## config.mk

```make
export PLATFORM = sky130hd
export DESIGN_NAME = irq_priority_dispatcher
export DESIGN_NICKNAME = d
export VERILOG_FILES = /design/src/rtl/irq_priority_dispatcher.sv
export SDC_FILE = /design/constraint.sdc
export NUM_CORES = 1
export LEC_CHECK = 0
export ABC_AREA = 1
export CAP_MARGIN = 0
export CORE_UTILIZATION = 40
export CTS_CLUSTER_DIAMETER = 40
export DETAILED_ROUTE_END_ITERATION = 8
export GPL_ROUTABILITY_DRIVEN = 1
export GPL_TIMING_DRIVEN = 0
export HOLD_SLACK_MARGIN = 0.1
export PLACE_DENSITY = 0.68
export SLEW_MARGIN = 15
export SYNTH_ARGS = -nofsm -noshare
export SYNTH_HDL_FRONTEND = slang
export SYNTH_SLANG_ARGS = --single-unit
export TNS_END_PERCENT = 100
```

## constraint.sdc

```tcl
create_clock -name clk -period 3.9 [get_ports clk]
set_input_delay 0.78 -clock clk [delete_from_list [all_inputs] [get_ports clk]]
set_output_delay 0.78 -clock clk [all_outputs]
set_load 0.05 [all_outputs]
```

## src/rtl/irq_priority_dispatcher.sv

```systemverilog
// Interrupt dispatcher: latches IRQ edges and sw pulses into pending, and dispatches the lowest unmasked index.
// Latency: irq edge -> pending +1 cycle -> ack_start +2 cycles; svc_done -> ack_end +1 cycle.
// Backpressure: one interrupt in flight; new events accumulate in pending until the FSM returns to IDLE.
module irq_priority_dispatcher #(
    parameter int N           = 32,
    parameter int ID_WIDTH    = 5,
    parameter int SVC_TIMEOUT = 1024,
    parameter int TO_WIDTH    = 11
) (
    input  logic                clk,
    input  logic                rst,
    input  logic [N-1:0]        irq_req,
    input  logic [N-1:0]        sw_flag,
    input  logic [N-1:0]        irq_mask,
    input  logic                svc_done,
    input  logic                err_clr,
    output logic [ID_WIDTH-1:0] int_ID,
    output logic                ack_start,
    output logic                ack_end,
    output logic                busy,
    output logic [N-1:0]        pending,
    output logic                timeout_err
);

    typedef enum logic [1:0] {
        S_IDLE,
        S_DISPATCH,
        S_SERVICE,
        S_COMPLETE
    } state_t;

    state_t               state_q;
    state_t               state_d;
    logic [N-1:0]         irq_req_q;
    logic [N-1:0]         irq_mask_q;
    logic [N-1:0]         evt;
    logic [N-1:0]         eligible;
    logic [N-1:0]         clr_vec;
    logic [ID_WIDTH-1:0]  sel;
    logic                 any_elig;
    logic                 grant;
    logic                 set_err;
    logic                 timeout_hit;
    logic [TO_WIDTH-1:0]  to_cnt;

    assign evt         = (irq_req & ~irq_req_q) | sw_flag;
    // The registered mask makes an unmask take effect on the following IDLE cycle.
    assign eligible    = pending & ~irq_mask_q;
    assign timeout_hit = (to_cnt == TO_WIDTH'(SVC_TIMEOUT - 1));

    always_comb begin
        sel      = '0;
        any_elig = 1'b0;
        for (int i = N - 1; i >= 0; i--) begin
            if (eligible[i]) begin
                sel      = ID_WIDTH'(i);
                any_elig = 1'b1;
            end
        end
    end

    always_comb begin
        state_d = state_q;
        grant   = 1'b0;
        set_err = 1'b0;
        case (state_q)
            S_IDLE: begin
                if (any_elig) begin
                    grant   = 1'b1;
                    state_d = S_DISPATCH;
                end
            end
            S_DISPATCH: state_d = S_SERVICE;
            S_SERVICE: begin
                if (svc_done) begin
                    state_d = S_COMPLETE;
                end else if (timeout_hit) begin
                    set_err = 1'b1;
                    state_d = S_COMPLETE;
                end
            end
            S_COMPLETE: state_d = S_IDLE;
            default:    state_d = S_IDLE;
        endcase
    end

    always_comb begin
        clr_vec = '0;
        if (grant) begin
            clr_vec[sel] = 1'b1;
        end
    end

    always_ff @(posedge clk) begin
        if (rst) begin
            state_q     <= S_IDLE;
            irq_req_q   <= '0;
            irq_mask_q  <= '0;
            pending     <= '0;
            int_ID      <= '0;
            to_cnt      <= '0;
            timeout_err <= 1'b0;
        end else begin
            state_q    <= state_d;
            irq_req_q  <= irq_req;
            irq_mask_q <= irq_mask;
            // A same-cycle event on the granted bit overrides its clear.
            pending    <= (pending & ~clr_vec) | evt;
            if (grant) begin
                int_ID <= sel;
            end
            if (state_q == S_DISPATCH) begin
                to_cnt <= '0;
            end else if (state_q == S_SERVICE) begin
                to_cnt <= to_cnt + TO_WIDTH'(1);
            end
            if (set_err) begin
                timeout_err <= 1'b1;
            end else if (err_clr) begin
                timeout_err <= 1'b0;
            end
        end
    end

    assign ack_start = (state_q == S_DISPATCH);
    assign ack_end   = (state_q == S_COMPLETE);
    assign busy      = (state_q != S_IDLE);

endmodule

```

==> results.md, run 1 <==
* Crit-path slowest cell: a21oi_2
* Critical Path End Type: flop
* Pint at between 2 and 3 mW
* Post-synthesis sequential area ratio at 0.488
* Clock latency on the worst-skew pair at ~400 ps
* Synthesis Warnings at 0
* Commonest cells after routing, fill and taps aside: nor2_1 (158), clkdlybuf4s50_1 (140), nand2_1 (130)
* Synth Instances at 673
* DP Wirelength at 9300 um
* IO Port Bufs at 140
* Finished Layout Cells at 988
* Total GRT Usage at 0.209
* Hold Path Class: reg2reg
* Layout cell share with drive strength beyond 1 at 0.0580
* Worst Setup Start Kind: flop
* Post-route ant nets at 0
* Number of setup violations in the final report at 0
* Main area contributors after synthesis: dfxtp_1 (49%), nor2_1 (13%), nand2_1 (10%)
* Syn Area/Cell at between 7 and 8 sq um
* Worst-Margin Slew at about 670 ps
* Diode count at 0
* Delay-heaviest family, CP: compound AO/OA/AOI/OAI gates
* Buf/Inv on CP at 3
* Final net count at 938
* Die area at 12,200 sq um
* Most frequent CP cell: a31oi_1
* Pwr/cell area at approximately 540 nW/um^2
* Sw Ratio at 0.296
* Setup TNS at 0 ps
* Netlist cell types at 25
* Static Leak at 3.20 nW
* DR pass1 iterations at 4
* Worst-path cell chain: inv_1 -> o21ai_0 -> a31oi_1 -> o21bai_1 -> a31oi_1 -> o21bai_1 -> a31oi_1 -> nor2_1 -> o211ai_1 -> a21oi_2 -> clkinv_1 -> buf_2 -> nand3_1 -> nand2_1 -> a21oi_2
* Max-slew violations at 0
* CTS tree: built
* Vias in the first global route at 4,581
* CTS-repair resized insts at 0
* Site Rows at 39
* Net load switching power at 1.11 mW
* Initial Util at 0.411
* Pin count of the biggest net entering global routing at 17
* CP peak stage delay at 400 ps
* Total number of vias at 4,554
* Share of the synthesized area in the top cell type at 0.488
* CP Max Fanout at 10
* Relative slew slack at 0.550
* Worst EP arrival at roughly 3300 ps
* Kind of critical path: reg2reg
* DRT iter0 DRCs at 203
* Yosys top cell by area: dfxtp_1
* Clk pwr share at 0.433
* Yosys reg bits at 115
* Final Skew at 5.93 ps
* CTS buffer count at 17
* Routed vias/inst at 4.61
* Gpl congestion at roughly 0.88
* Synthesized net count at 779
* Drc violations at 0
* Peak VDD IR at 385 uV
* CP Data Required Time at 4240 ps
* Tmin final at 3000 ps
* Initial antenna violation count at 0
* Cts-stage hold buffer count at 0
* GRT overflow at 0
* Hold Fails Final Rpt at 0
* Max cap viols at 0
* First-pass GRT wire length at 20,500 um
* Count of clock tree sinks at about 120
* Commonest non-fill, non-tap cell in the layout: nor2_1
* Routed len/inst at 12.5 um
* RSZ-0062 raised after global routing: false
* Chip Width at 111 um
* Status: completed
* Core footprint at 11,500 sq um
* Routed wire length at between 10,000 and 15,000 um
* Height of the die at between 100 and 150 um
* Mapped Area at 4720 sq um
* Worst-path clk slew at 60 ps
* H-tree Lvls at 4
* Area Overhead vs Synth at 46.8%
* Sequential Power Share at 0.349
* Max Clock Freq at 334 MHz
* Crit share post-route at 0.768
* Combinational Power Share at 0.218
* Placed insts at 956
* Root buffer cell: clkbuf_16
* Setup Fix Bufs, Post-CTS at 0
* I/O pin count at 141
* Clock Path Buffers at 2
==> metrics by stage <==
step	hold slack [ps]	util	instance area (sq um)	power [mW]	setup slack, ps
detailed placement	459	0.549	6300	2.16	955
global placement	455	0.549	6300	2.14	1000
CTS	466	0.604	6920	3.79	920
global route	488	0.604	6920	3.92	672
finish	462	0.604	6920	3.76	904
floorplan	443	-	4720	1.84	1140
==> worst paths after layout <==
| kind | start | endpoint | slack, ps | cells after the start |
|---|---|---|---|---|
| hold / removal | timeout_err | timeout_err | 460 | 2 |
| setup / recovery | pending[31] | pending[16] | 900 | 15 |
| setup reg to reg | pending[31] | pending[16] | 900 | 15 |
| hold reg to reg | timeout_err | timeout_err | 460 | 2 |
==> cell type report <==
type / instances / area, sq um
clock inverters: 14 / 186
clock buffers: 18 / 439
flip-flops and latches: 115 / 2300
multi-input cells: 419 / 1880
fillers: 1046 / 4540
plain buffers: 18 / 77.6
inverters: 121 / 454
repair buffers: 140 / 1400
well taps: 143 / 179
==> metal layers <==
layer / track usage / part of all wire
met1: 0.245 / 0.44
met2: 0.366 / 0.49
met3: 0.0510 / 0.059
met4: 0.0756 / 0.0098
met5: 0 / 0
==> power by group through the flow <==
stage                     clock network, mW  registers (mW)  logic [mW]
after global routing                   1.71            1.32       0.888
after CTS                              1.65            1.31       0.823
final                                  1.63            1.31       0.819
after global placement                    0            1.33       0.804
after floorplan                           0            1.47       0.367
after detailed placement                  0            1.34       0.819
==> cell families (layout without fill, tap and decap cells) <==
| group | Yosys count | after routing | synth area share |
|---|---|---|---|
| and+or+nand+nor | 342 | 342 | 0.297 |
| buffers and inverters | 139 | 311 | 0.113 |
| DFF | 115 | 115 | 0.488 |
| AOI/OAI and AO/OA | 70 | 70 | 0.0846 |
| adders and majority gates | 6 | 6 | 0.0159 |
| xor gates and xnor gates | 1 | 1 | 0.00186 |
==> flip-flops by register name, summed over array words and instances (netlist names) <==
name,flops
int_ID,5
to_cnt,11
irq_mask_q,32
irq_req_q,32
timeout_err,1
state_q,2
pending,32
==> synthesized netlist by cell type <==
cell type and count:
a211oi_1 1, a21oi_1 40, a21oi_2 9, a31oi_1 4, and3_1 1, buf_2 2, buf_6 1, clkbuf_1 15
clkinv_1 1, dfxtp_1 115, ha_1 6, inv_1 120, nand2_1 130, nand2_2 2, nand2_4 2, nand3_1 18
nand3_2 1, nand4_1 20, nor2_1 158, nor3_1 7, nor4_1 3, o211ai_1 1, o21ai_0 13, o21bai_1 2
xor2_1 1
==> worst reg2reg max path, delay by kind of cell, from the launching register on <==
kind            cells  cell delay [ps]
buf+inv             3              740
flops               1              350
simple gates        3              350
compound gates      9             1510
Power figures use the tool's default switching activity.
==> inputs of run 2 (changes only) <==
==> constraint.sdc (replaced) <==
create_clock -name clk -period 3 [get_ports clk]
set_input_delay 0.6 -clock clk [delete_from_list [all_inputs] [get_ports clk]]
set_output_delay 0.6 -clock clk [all_outputs]
set_load 0.05 [all_outputs]
==> run 2 against run 1 <==
- worst hold slack is essentially flat
- critical path type unchanged
- core utilization increased by 1.4 points
- flip-flop and latch count is the same
- die area unchanged
- global-route usage unchanged
- worst setup slack worse by 720 ps
- via count increased by 0.99%
- design area increased by 2.3%
- clock skew is 1.7 ps higher
- highest routed layer unchanged
- sequential share of layout area decreased by 0.72 points
==> results.md, run 2 (synthesis results as in run 1) <==
* Most frequent CP cell: a31oi_1
* Worst EP arrival at 3070 ps
* DR pass1 iterations at 4
* Critical R2R Launch: pending[31]
* Initial Util at 0.411
* Commonest cells after routing, fill and taps aside: nor2_1 (157), clkdlybuf4s50_1 (140), nand2_1 (128)
* Final Skew at 7.63 ps
* Relative slew slack at 0.426
* Max Clock Freq at 355 MHz
* CP Data Required Time at 3260 ps
* Static Leak at 3.25 nW
* CTS buffer count at 17
* Clock Path Buffers at 2
* Max-slew violations at 0
* Drc violations at 0
* Status: completed
* Total GRT Usage at 0.209
* Worst-Margin Slew at 852 ps
* Pwr/cell area at 698 nW/um^2
* GRT overflow at 0
* Clk pwr share at 0.427
* H-tree Lvls at 4
* R2R Path End: pending[27]
* Finished Layout Cells at 993
* Die area at 12,200 sq um
* Tmin final at between 2000 and 3000 ps
* Gpl congestion at about 0.88
* Sequential Power Share at 0.345
* Area Overhead vs Synth at 50.1%
* CP Max Fanout at 10
* Power, Total at 4.95 mW
* Worst Setup Start Kind: flop
* Biggest registers after layout: irq_mask_q x32, irq_req_q x32, pending x32
* Commonest non-fill, non-tap cell in the layout: nor2_1
* Crit-path slowest cell: a21oi_2
* Worst-path clk slew at roughly 50 ps
* Kind of critical path: reg2reg
* Max cap viols at 0
* Combinational Power Share at 0.227
* Placed insts at 956
* First-pass GRT wire length at 20,500 um
* Cells on worst reg2reg path at 14
* Hold Path Class: reg2reg
* Diode count at 0
* Routed len/inst at 12.6 um
* Sw Ratio at 0.298
* CTS tree: built
* IO Port Bufs at 140
* Root buffer cell: clkbuf_16
* Number of setup violations in the final report at 0
* Pin count of the biggest net entering global routing at 17
* Post-layout util at 0.618
* Worst Setup EP: pending[27]
* Vias in the first global route at 4,581
* Crit path from: pending[31]
* DP Wirelength at 9300 um
* DRT iter0 DRCs at 179
* Routed wire length at approximately 13,000 um
* Peak VDD IR at a little under 500 uV
* Post-route ant nets at 0
* Critical Path End Type: flop
* I/O pin count at 141
* Layout cell share with drive strength beyond 1 at 0.0882
* Count of clock tree sinks at 115
* Hold Fails Final Rpt at 0
* Core footprint at 11,500 sq um
* Site Rows at 39
* Worst-path cell chain: inv_2 -> o21ai_0 -> a31oi_1 -> o21bai_1 -> a31oi_1 -> o21bai_1 -> a31oi_1 -> nor2_1 -> o211ai_1 -> a21oi_2 -> clkbuf_2 -> nand4_1 -> nand2_1 -> a21oi_2
* Height of the die at around 110 um
* Crit share post-route at 0.938
* Chip Width at about 110 um
* Routed vias/inst at 4.63
* CP peak stage delay at 420 ps
* Initial antenna violation count at 0
* RSZ-0062 raised after global routing: true
* Total number of vias at between 4,000 and 5,000
* Net load switching power at 1.47 mW
* Final net count at 943
* Clock latency on the worst-skew pair at 410 ps
* Pint at 3.47 mW
* R2R setup slack at 190 ps
* Setup TNS at 0 ps
## run 2: cell types whose count changed in the layout (fill, tap and decap cells not counted), sizes merged
cell,before,now
inv,120,121
clkinv,6,5
clkbuf,33,34
buf,3,7
## run 2: worst min-delay path by stage
| stage | depth (start not counted) | end | from | slack [ps] |
|---|---|---|---|---|
| 2_1_floorplan | 1 | to_cnt[5] | to_cnt[5] | 440 |
| 5_1_grt | 2 | pending[1] | pending[1] | 490 |
| 3_3_place_gp | 2 | int_ID[4] | int_ID[4] | 450 |
| 4_1_cts | 2 | timeout_err | timeout_err | 470 |
| 3_5_place_dp | 2 | timeout_err | timeout_err | 460 |
| 6_report | 2 | timeout_err | timeout_err | 460 |
## run 2: critical path, delay by kind of cell (launching register included)
| kind | cells | cell delay [ps] |
|---|---|---|
| AND/OR/NAND/NOR | 3 | 440 |
| AO/OA/AOI/OAI | 9 | 1460 |
| flip-flops | 1 | 340 |
| buffers and inverters | 2 | 430 |
## run 2: what timing repair did
action                     CTS  global route
hold buffers                 0             0
setup endpoints to repair    0            27
resized for setup            0            28
buffers inserted             0             3
## run 2: power by group through the flow
stage | sequential, mW | combinational (mW) | clock [mW]
after floorplan | 1.91 | 0.477 | 0
after global placement | 1.73 | 1.05 | 0
after detailed placement | 1.74 | 1.07 | 0
after CTS | 1.71 | 1.07 | 2.15
after global routing | 1.72 | 1.22 | 2.22
final | 1.71 | 1.13 | 2.11
## run 2: area by class of cell
type / instances / area [sq um]
buffer: 18 / 88.8
clock buffer: 18 / 439
inverter: 121 / 454
fill: 1020 / 4380
sequential: 115 / 2300
tap: 143 / 179
clock inverter: 14 / 186
multi-input combinational: 419 / 1960
timing repair buffer: 145 / 1470
## run 2: per-stage QoR
step | hold slack, ps | area, sq um | setup WS [ps]
finish | 462 | 7080 | 186
detailed placement | 459 | 6300 | 54.6
floorplan | 443 | 4720 | 240
CTS | 466 | 6920 | 20.4
global placement | 455 | 6300 | 100
global route | 487 | 7080 | -61.5
## run 2: per-layer routing
layer | global-route usage | wire, um
met1 | 0.245 | 5580
met2 | 0.366 | 6200
met3 | 0.0510 | 642
met4 | 0.0756 | 124
met5 | 0 | 0
==> inputs of run 3 (changes only) <==
--- a/config.mk
+++ b/config.mk
@@ -7,6 +7,7 @@
 export LEC_CHECK = 0
 export ABC_AREA = 1
 export CAP_MARGIN = 0
+export CORE_MARGIN = 5
 export CORE_UTILIZATION = 40
 export CTS_CLUSTER_DIAMETER = 40
 export DETAILED_ROUTE_END_ITERATION = 8
==> constraint.sdc (replaced) <==
create_clock -name clk -period 2.7 [get_ports clk]
set_input_delay 0.54 -clock clk [delete_from_list [all_inputs] [get_ports clk]]
set_output_delay 0.54 -clock clk [all_outputs]
set_load 0.05 [all_outputs]
==> run 3 against run 2 <==
- die area rose by 15%
- sequential power up 11%
- combinational power increased by 12%
- largest power group unchanged
- highest routed layer unchanged
==> results.md, run 3 (synthesis results as in run 1) <==
* Pwr/cell area at 765 nW/um^2
* Post-route ant nets at 0
* Sw Ratio at 0.301
* Number of setup violations in the final report at 0
* Hold Path Class: reg2reg
* Cells on worst reg2reg path at 37
* CP Data Required Time at 3050 ps
* R2R setup slack at between 50 and 60 ps
* Critical R2R Launch: pending[31]
* Clock Path Buffers at 2
* Pint at 3.81 mW
* Max-slew violations at 0
* CP peak stage delay at 330 ps
* Clock latency on the worst-skew pair at 410 ps
* Layout cell share with drive strength beyond 1 at 0.0958
* Initial antenna violation count at 0
* Vias in the first global route at between 4,000 and 5,000
* Worst Hold Slack at around 460 ps
* IO Port Bufs at 140
* Combinational Power Share at 0.233
* DP Wirelength at between 9000 and 10,000 um
* Routed vias/inst at 4.58
* Worst Setup Start Kind: flop
* I/O pin count at 141
* Place WS at -142 ps
* Tmin final at about 2600 ps
* Hold Fails Final Rpt at 0
* Drc violations at 0
* Clk pwr share at 0.419
* Chip Width at between 100 and 150 um
* Commonest non-fill, non-tap cell in the layout: nor2_1
* Final Skew at 11.0 ps
* Critical Path End Type: flop
* Power, Total at about 5.4 mW
* Height of the die at 119 um
* Cts-stage hold buffer count at 0
* Pin count of the biggest net entering global routing at 17
* Worst-path clk slew at 50 ps
* Sequential Power Share at 0.348
* Final Cell Area at 7130 sq um
* R2R Path End: pending[18]
* Final setup margin at between 50 and 60 ps
* DRT iter0 DRCs at just over 200
* Hold depth at 2
* GRT overflow at 0
* Fillers at 1,049
* Biggest registers after layout: irq_mask_q x32, irq_req_q x32, pending x32
* Static Leak at 3.29 nW
* Area Overhead vs Synth at 51.1%
* Worst EP arrival at about 3000 ps
* Final net count at 949
* DR pass1 iterations at 4
* Crit share post-route at 0.980
* Routed len/inst at 12.9 um
* Most frequent CP cell: nand2_1
* Worst-Margin Slew at 675 ps
* Routed wire length at 12,900 um
* Worst Hold Endpoint: timeout_err
* Min-delay src: timeout_err
* CTS tree: built
* Gpl congestion at around 0.92
* CTS buffer count at 17
* RSZ-0062 raised after global routing: true
* Die area at 14,100 sq um
* Max cap viols at 0
* Diode count at 0
* DP Area at 6300 sq um
* Count of clock tree sinks at between 100 and 150
* Total number of vias at 4,574
* CP Max Fanout at 7
* H-tree Lvls at 4
* Status: completed
* Commonest cells after routing, fill and taps aside: nor2_1 (158), clkdlybuf4s50_1 (139), nand2_1 (124)
* Initial Util at 0.411
* Relative slew slack at 0.550
* Peak VDD IR at 758 uV
* First-pass GRT wire length at 20,400 um
* Total GRT Usage at 0.180
* Kind of critical path: reg2reg
* Site Rows at 39
* Net load switching power at 1.64 mW
* Max Clock Freq at 378 MHz
* Crit-path slowest cell: dfxtp_2
* Core footprint at roughly 11,000 sq um
* Root buffer cell: clkbuf_16
run 3: how the worst max path moves through the flow:
stage                 from           to  slack [ps]  depth (start not counted)
4_1_cts        pending[31]  pending[16]           7                         37
5_1_grt        pending[31]  pending[18]        -250                         37
2_1_floorplan  pending[28]  pending[16]          20                         34
3_3_place_gp   pending[31]   pending[8]        -160                         15
3_5_place_dp   pending[31]   pending[8]        -140                         15
6_report       pending[31]  pending[18]          50                         37
run 3: routing by layer:
| layer | up-vias | GRT usage | part of all wire |
|---|---|---|---|
| met1 | 2053 | 0.208 | 0.43 |
| met2 | 115 | 0.300 | 0.48 |
| met3 | 11 | 0.0817 | 0.071 |
| met4 | 0 | 0.0532 | 0.013 |
| met5 | - | 0 | 0 |
| li1 | 2395 | - | - |
run 3: timing repair:
item	4_1_cts	5_1_grt
setup buffers	0	9
pin swaps	0	18
setup endpoints to repair	26	35
resized for setup	5	25
gates cloned	0	2
run 3: stage by stage:
stage,setup TNS (ps),std cells,util
after global routing,-6800,999,0.622
after detailed placement,-1630,956,0.550
after global placement,-1810,956,0.550
final,0,999,0.622
after CTS,0,988,0.604
after floorplan,0,673,-
run 3: worst max-delay path, delay by kind of cell (launching register included):
family / cells / cell delay (ps)
AND/OR/NAND/NOR: 34 / 1890
flip-flops: 1 / 330
buffers and inverters: 2 / 220
AO/OA/AOI/OAI: 1 / 120
run 3: cell type report:
type / count / area (sq um) / share of cell area
plain buffers: 18 / 88.8 / 0.0125
clock buffers: 20 / 457 / 0.0641
clock inverters: 12 / 155 / 0.0218
inverters: 121 / 455 / 0.0639
multi-input cells: 419 / 1980 / 0.278
flip-flops and latches: 115 / 2310 / 0.324
well taps: 143 / 179 / 0.0251
repair buffers: 151 / 1510 / 0.211
run 3: power by group through the flow:
| stage | Combinational [mW] | Clock (mW) | Sequential [mW] |
|---|---|---|---|
| 2_1_floorplan | 0.530 | 0 | 2.13 |
| 3_3_place_gp | 1.17 | 0 | 1.93 |
| 3_5_place_dp | 1.18 | 0 | 1.93 |
| 4_1_cts | 1.20 | 2.32 | 1.90 |
| 5_1_grt | 1.39 | 2.41 | 1.91 |
| 6_report | 1.27 | 2.28 | 1.90 |
==> variant 1, RTL diff (config.mk and constraints of run 2) <==
`TO_WIDTH`: 11 -> 22.
--- a/src/rtl/irq_priority_dispatcher.sv
+++ b/src/rtl/irq_priority_dispatcher.sv
@@ -7,3 +7,3 @@
     parameter int SVC_TIMEOUT = 1024,
-    parameter int TO_WIDTH    = 11
+    parameter int TO_WIDTH    = 22
 ) (
Formal check against the unedited RTL: no difference found for any inputs over 10 cycles, from zero or initial values and one cycle with rst high; that may be too few to reach the edited logic, so the function may still have changed.
==> variant 1 against run 2 <==
Clock power down 3%; critical endpoint is now pending[5]$_SDFF_PP0_; sequential cell count grew 11; synthesized area grew 10%; clock skew fell by 0.00071 ns; sequential share of layout area rose by 0.36 points; worst hold slack lost 0.0029 ns; total power is 2.9% higher; final cell count grew 10%; design area is 8.4% higher; largest power group unchanged; sequential power rose by 9%; routed wire length rose by 4.9%; worst setup slack improved by 0.015 ns.
==> variant 1: results (changes against run 2) <==
[worst_setup_path]
cp_top_family = simple AND/OR/NAND/NOR gates
crit_path_top_delay_cell = nor4_1
r2r_setup_slack_ns = 0.20  ; +0.02 ns
crit_path_max_fanout = 4  ; -6

[placement]
dpl.hpwl_um = 9840  ; +5.8%
placed_cell_area_um2 = 6810  ; +8.2%
dp_slack_ns = -0.0353  ; -0.0900 ns

[grt]
grt_usage_pct = 20.7  ; -0.13 points
use_met2_pct = 34.8  ; -1.9 points
grt_pass1_wl_um = 21100  ; +3.3%
first_global_vias = 4570  ; -0.24%
globalRouteMet1Util_pct = 23.9  ; -0.60 points
grtUsageMet3_pct = 8.42  ; +3.3 points

[synth]
synth.area.top_cells = dfxtp_1 (49%), nor2_1 (12%), nand2_1 (10%)
yosys-top-cells-count = nor2_1 (171), nand2_1 (142), inv_1 (133), dfxtp_1 (126), a21oi_1 (45)
synth_nets = 850  ; +9.1%
synth.avg_cell_area_um2 = 6.98  ; -0.38%
synth.yosys.seq_area_share_pct = 48.5  ; -0.25 points

[power]
p_sw_uw = 1560  ; +5.9%
ir_worst_vdd_uv = 481  ; -3.1%
clkPwrFrac_pct = 40.1  ; -2.6 points
p_leak_uw = 0.00346  ; +6.6%
p_seq_share_pct = 36.5  ; +2.0 points
total_power_uw = 5090  ; +2.9%

[layout]
fillerInstances = 1201  ; +18%
nets = 1015  ; +7.6%
layout-drive-gt1-share_pct = 9.22  ; +0.40 points
final_cell_area_um2 = 7680  ; +8.4%

[timing]
fin_crit_ns = 2.80  ; -0.0155 ns

[routing]
drtIter0Drc = 246  ; +37%
drt-total-wl_um = 13200  ; +4.9%
wire_per_inst_um = 12.0  ; -4.8%
viasPerCell = 4.46  ; -3.6%

[clock_tree]
clockRootBuffer = clkbuf_16

[outcome]
status = finished clean

==> variant 1: changes by cell type in the layout (fill, tap and decap cells not counted), sizes merged, moves of 3 or more <==
cell	delta
nor3b	+3
nand3	+5
nand2	+12
nor4	+3
inv	+13
nor2	+13
dfxtp	+11
a21oi	+5
o21ai	+8
nor3	+3
==> variant 1: area by class of cell <==
class / instances / area, µm² / share of cell area, %
buffer: 17 / 88.8 / 1.16
sequential: 126 / 2520 / 32.9
multi-input combinational: 467 / 2260 / 29.4
inverter: 134 / 504 / 6.57
tap: 172 / 215 / 2.80
clock buffer: 20 / 467 / 6.08
clock inverter: 12 / 136 / 1.78
timing repair buffer: 146 / 1480 / 19.3
==> variant 1: worst paths after layout <==
check / start / endpoint / cells after the start
worst max register to register: pending[16]$_SDFF_PP0_ / pending[5]$_SDFF_PP0_ / 12
worst min-delay path: to_cnt[7]$_SDFFE_PP0P_ / to_cnt[7]$_SDFFE_PP0P_ / 2
worst min register to register: to_cnt[7]$_SDFFE_PP0P_ / to_cnt[7]$_SDFFE_PP0P_ / 2
worst max-delay path: pending[16]$_SDFF_PP0_ / pending[5]$_SDFF_PP0_ / 12
==> variant 1: repair_timing <==
item | 4_1_cts | 5_1_grt
setup buffers | 0 | 5
endpoints found under the setup margin | 8 | 32
gates resized for setup | 2 | 42
gates cloned | 0 | 1
pin swaps | 0 | 17
==> variant 1: cell families (layout without fill, tap and decap cells) <==
logic type,after synthesis,in the layout,share of synthesized area (%)
AND/OR/NAND/NOR,379,379,30.1
buffers and inverters,151,329,11.1
flip-flops,126,126,48.5
AO/OA/AOI/OAI,82,82,8.81
adder cells (fa/ha/maj),6,6,1.44
==> variant 1: per-layer routing <==
metal  vias to the layer above  routed length, µm
li1                       2619                  -
met1                      2134               5750
met2                       119               6310
met3                        12                959
met4                         0                148
met5                         -                  0
==> variant 2, RTL diff (config.mk and constraints of run 2) <==
Made on the original files. Make the reset (`rst`) asynchronous in one clocked block.
--- a/src/rtl/irq_priority_dispatcher.sv
+++ b/src/rtl/irq_priority_dispatcher.sv
@@ -93,3 +93,3 @@
 
-    always_ff @(posedge clk) begin
+    always_ff @(posedge clk or posedge rst) begin
         if (rst) begin
Check against the original RTL: differs if rst is asserted again (counterexample within 4 cycles, from zero or initial values and one cycle with rst high); with rst held inactive, the same outputs for 10 cycles.
==> variant 2 against run 2 <==
Non-clock buffer count decreased by 12; worst setup slack better by 0.12 ns; sequential cell count did not move; first-iteration DRC count rose by 12%; routed wire length decreased by 5.4%; design area is 1.4% lower; total power is 6.2% lower; combinational power is 18% lower; synthesized area unchanged; largest cell class unchanged.
==> variant 2: results (changes against run 2) <==
[outcome]
status = finished clean

[worst_setup_path]
crit_path_top_delay_cell = clkdlybuf4s50_1
crit_path_end = busy
startpoint = state_q[0]$_DFFE_PP0P_
r2r_setup_slack_ns = 0.33  ; +0.14 ns
r2r_cells = 12  ; -2
worstReg2RegStart = pending[16]$_DFF_PP0_
worst_path_largest_cell_delay_ns = 0.86  ; +0.44 ns

[layout]
layout.cells.non_filler = 848  ; -15%
fillerInstances = 956  ; -6.3%

[grt]
grt_pass1_wl_um = 19700  ; -3.6%
grt_usage_pct = 20.9  ; +0.074 points
grtUsageMet3_pct = 8.18  ; +3.1 points
globalRouteMet1Util_pct = 23.6  ; -0.90 points
first_global_vias = 4209  ; -8.1%
grt_max_degree = 35  ; +18

[routing]
wire_per_inst_um = 14.0  ; +11%
viasPerCell = 4.74  ; +2.3%
wl_met3_um = 751  ; +17%
wirelength_met1_um = 4920  ; -12%
drt-pass1-iter-count = 5  ; +1

[synth]
synth.yosys.seq_area_share_pct = 61.0  ; +12 points
async_reset_ff_share_pct = 100  ; +100 points
synth_most_common_cell = nand2_1
ys.flop_type = dfrtp_1
syn_inst = 528  ; -22%
synth_nets = 634  ; -19%
yosys-top-cells-count = nand2_1 (162), dfrtp_1 (115), inv_1 (92), a21oi_1 (41), nor2_1 (31)

[placement]
dpl.hpwl_um = 8980  ; -3.4%

[timing]
maxSlewHeadroom_pct = 50.7  ; +8.1 points
hold_slack_ns = 0.480  ; +0.0183 ns
finClkSkew_ns = 0.0117  ; +0.00410 ns

[worst_hold_path]
min_to = int_ID[2]$_DFFE_PP0P_

[power]
p_leak_uw = 0.00341  ; +5.0%

==> variant 2: cell types whose count changed after synthesis, sizes merged, moves of 2 or more <==
| cell | change |
|---|---|
| dfrtp | +115 |
| nor3 | +2 |
| nand3 | +7 |
| a21oi | -8 |
| inv | -28 |
| nor2 | -127 |
| dfxtp | -115 |
| nand4 | -11 |
| o31ai | +2 |
| clkbuf | -14 |
| nand2 | +32 |
| o21ai | -3 |
==> variant 2: kinds of logic (layout without fill, tap and decap cells) <==
| group | Yosys count | in the layout | synth area share, % |
|---|---|---|---|
| AND/OR/NAND/NOR | 245 | 245 | 21.4 |
| adder cells (fa/ha/maj) | 6 | 6 | 1.59 |
| multiplexers | 1 | 1 | 0.212 |
| buffers and inverters | 97 | 274 | 8.14 |
| XOR/XNOR | 1 | 1 | 0.186 |
| flip-flops | 115 | 115 | 61.0 |
| AO/OA/AOI/OAI | 63 | 63 | 7.45 |
==> variant 2: cell type report <==
type                    instances  area (µm²)  area share (%)
multi-input cells             316        1460            20.9
flip-flops and latches        115        2880            41.2
well taps                     143         179            2.56
inverters                      92         349            5.00
clock buffers                  21         450            6.45
plain buffers                   5        43.8           0.627
repair buffers                146        1490            21.3
clock inverters                10         134            1.92
==> variant 2: critical path, delay by kind of cell (launching register included) <==
| family | cells | cell delay [ns] |
|---|---|---|
| fa+ha+maj | 1 | 0.22 |
| flops | 1 | 0.38 |
| buf+inv | 3 | 1.08 |
==> variant 2: report_power, final <==
part,internal [µW],total (µW),switching [µW]
sequential,1660,1730,64.3
combinational,360,926,566
clock,1310,1990,671
total,3340,4640,1300
==> variant 2: through the flow <==
step                setup slack, ns  setup TNS, ns
floorplan                     0.358              0
global placement            -0.0693          -6.96
detailed placement            0.213              0
CTS                           0.124              0
global route                -0.0366         -0.116
finish                        0.309              0
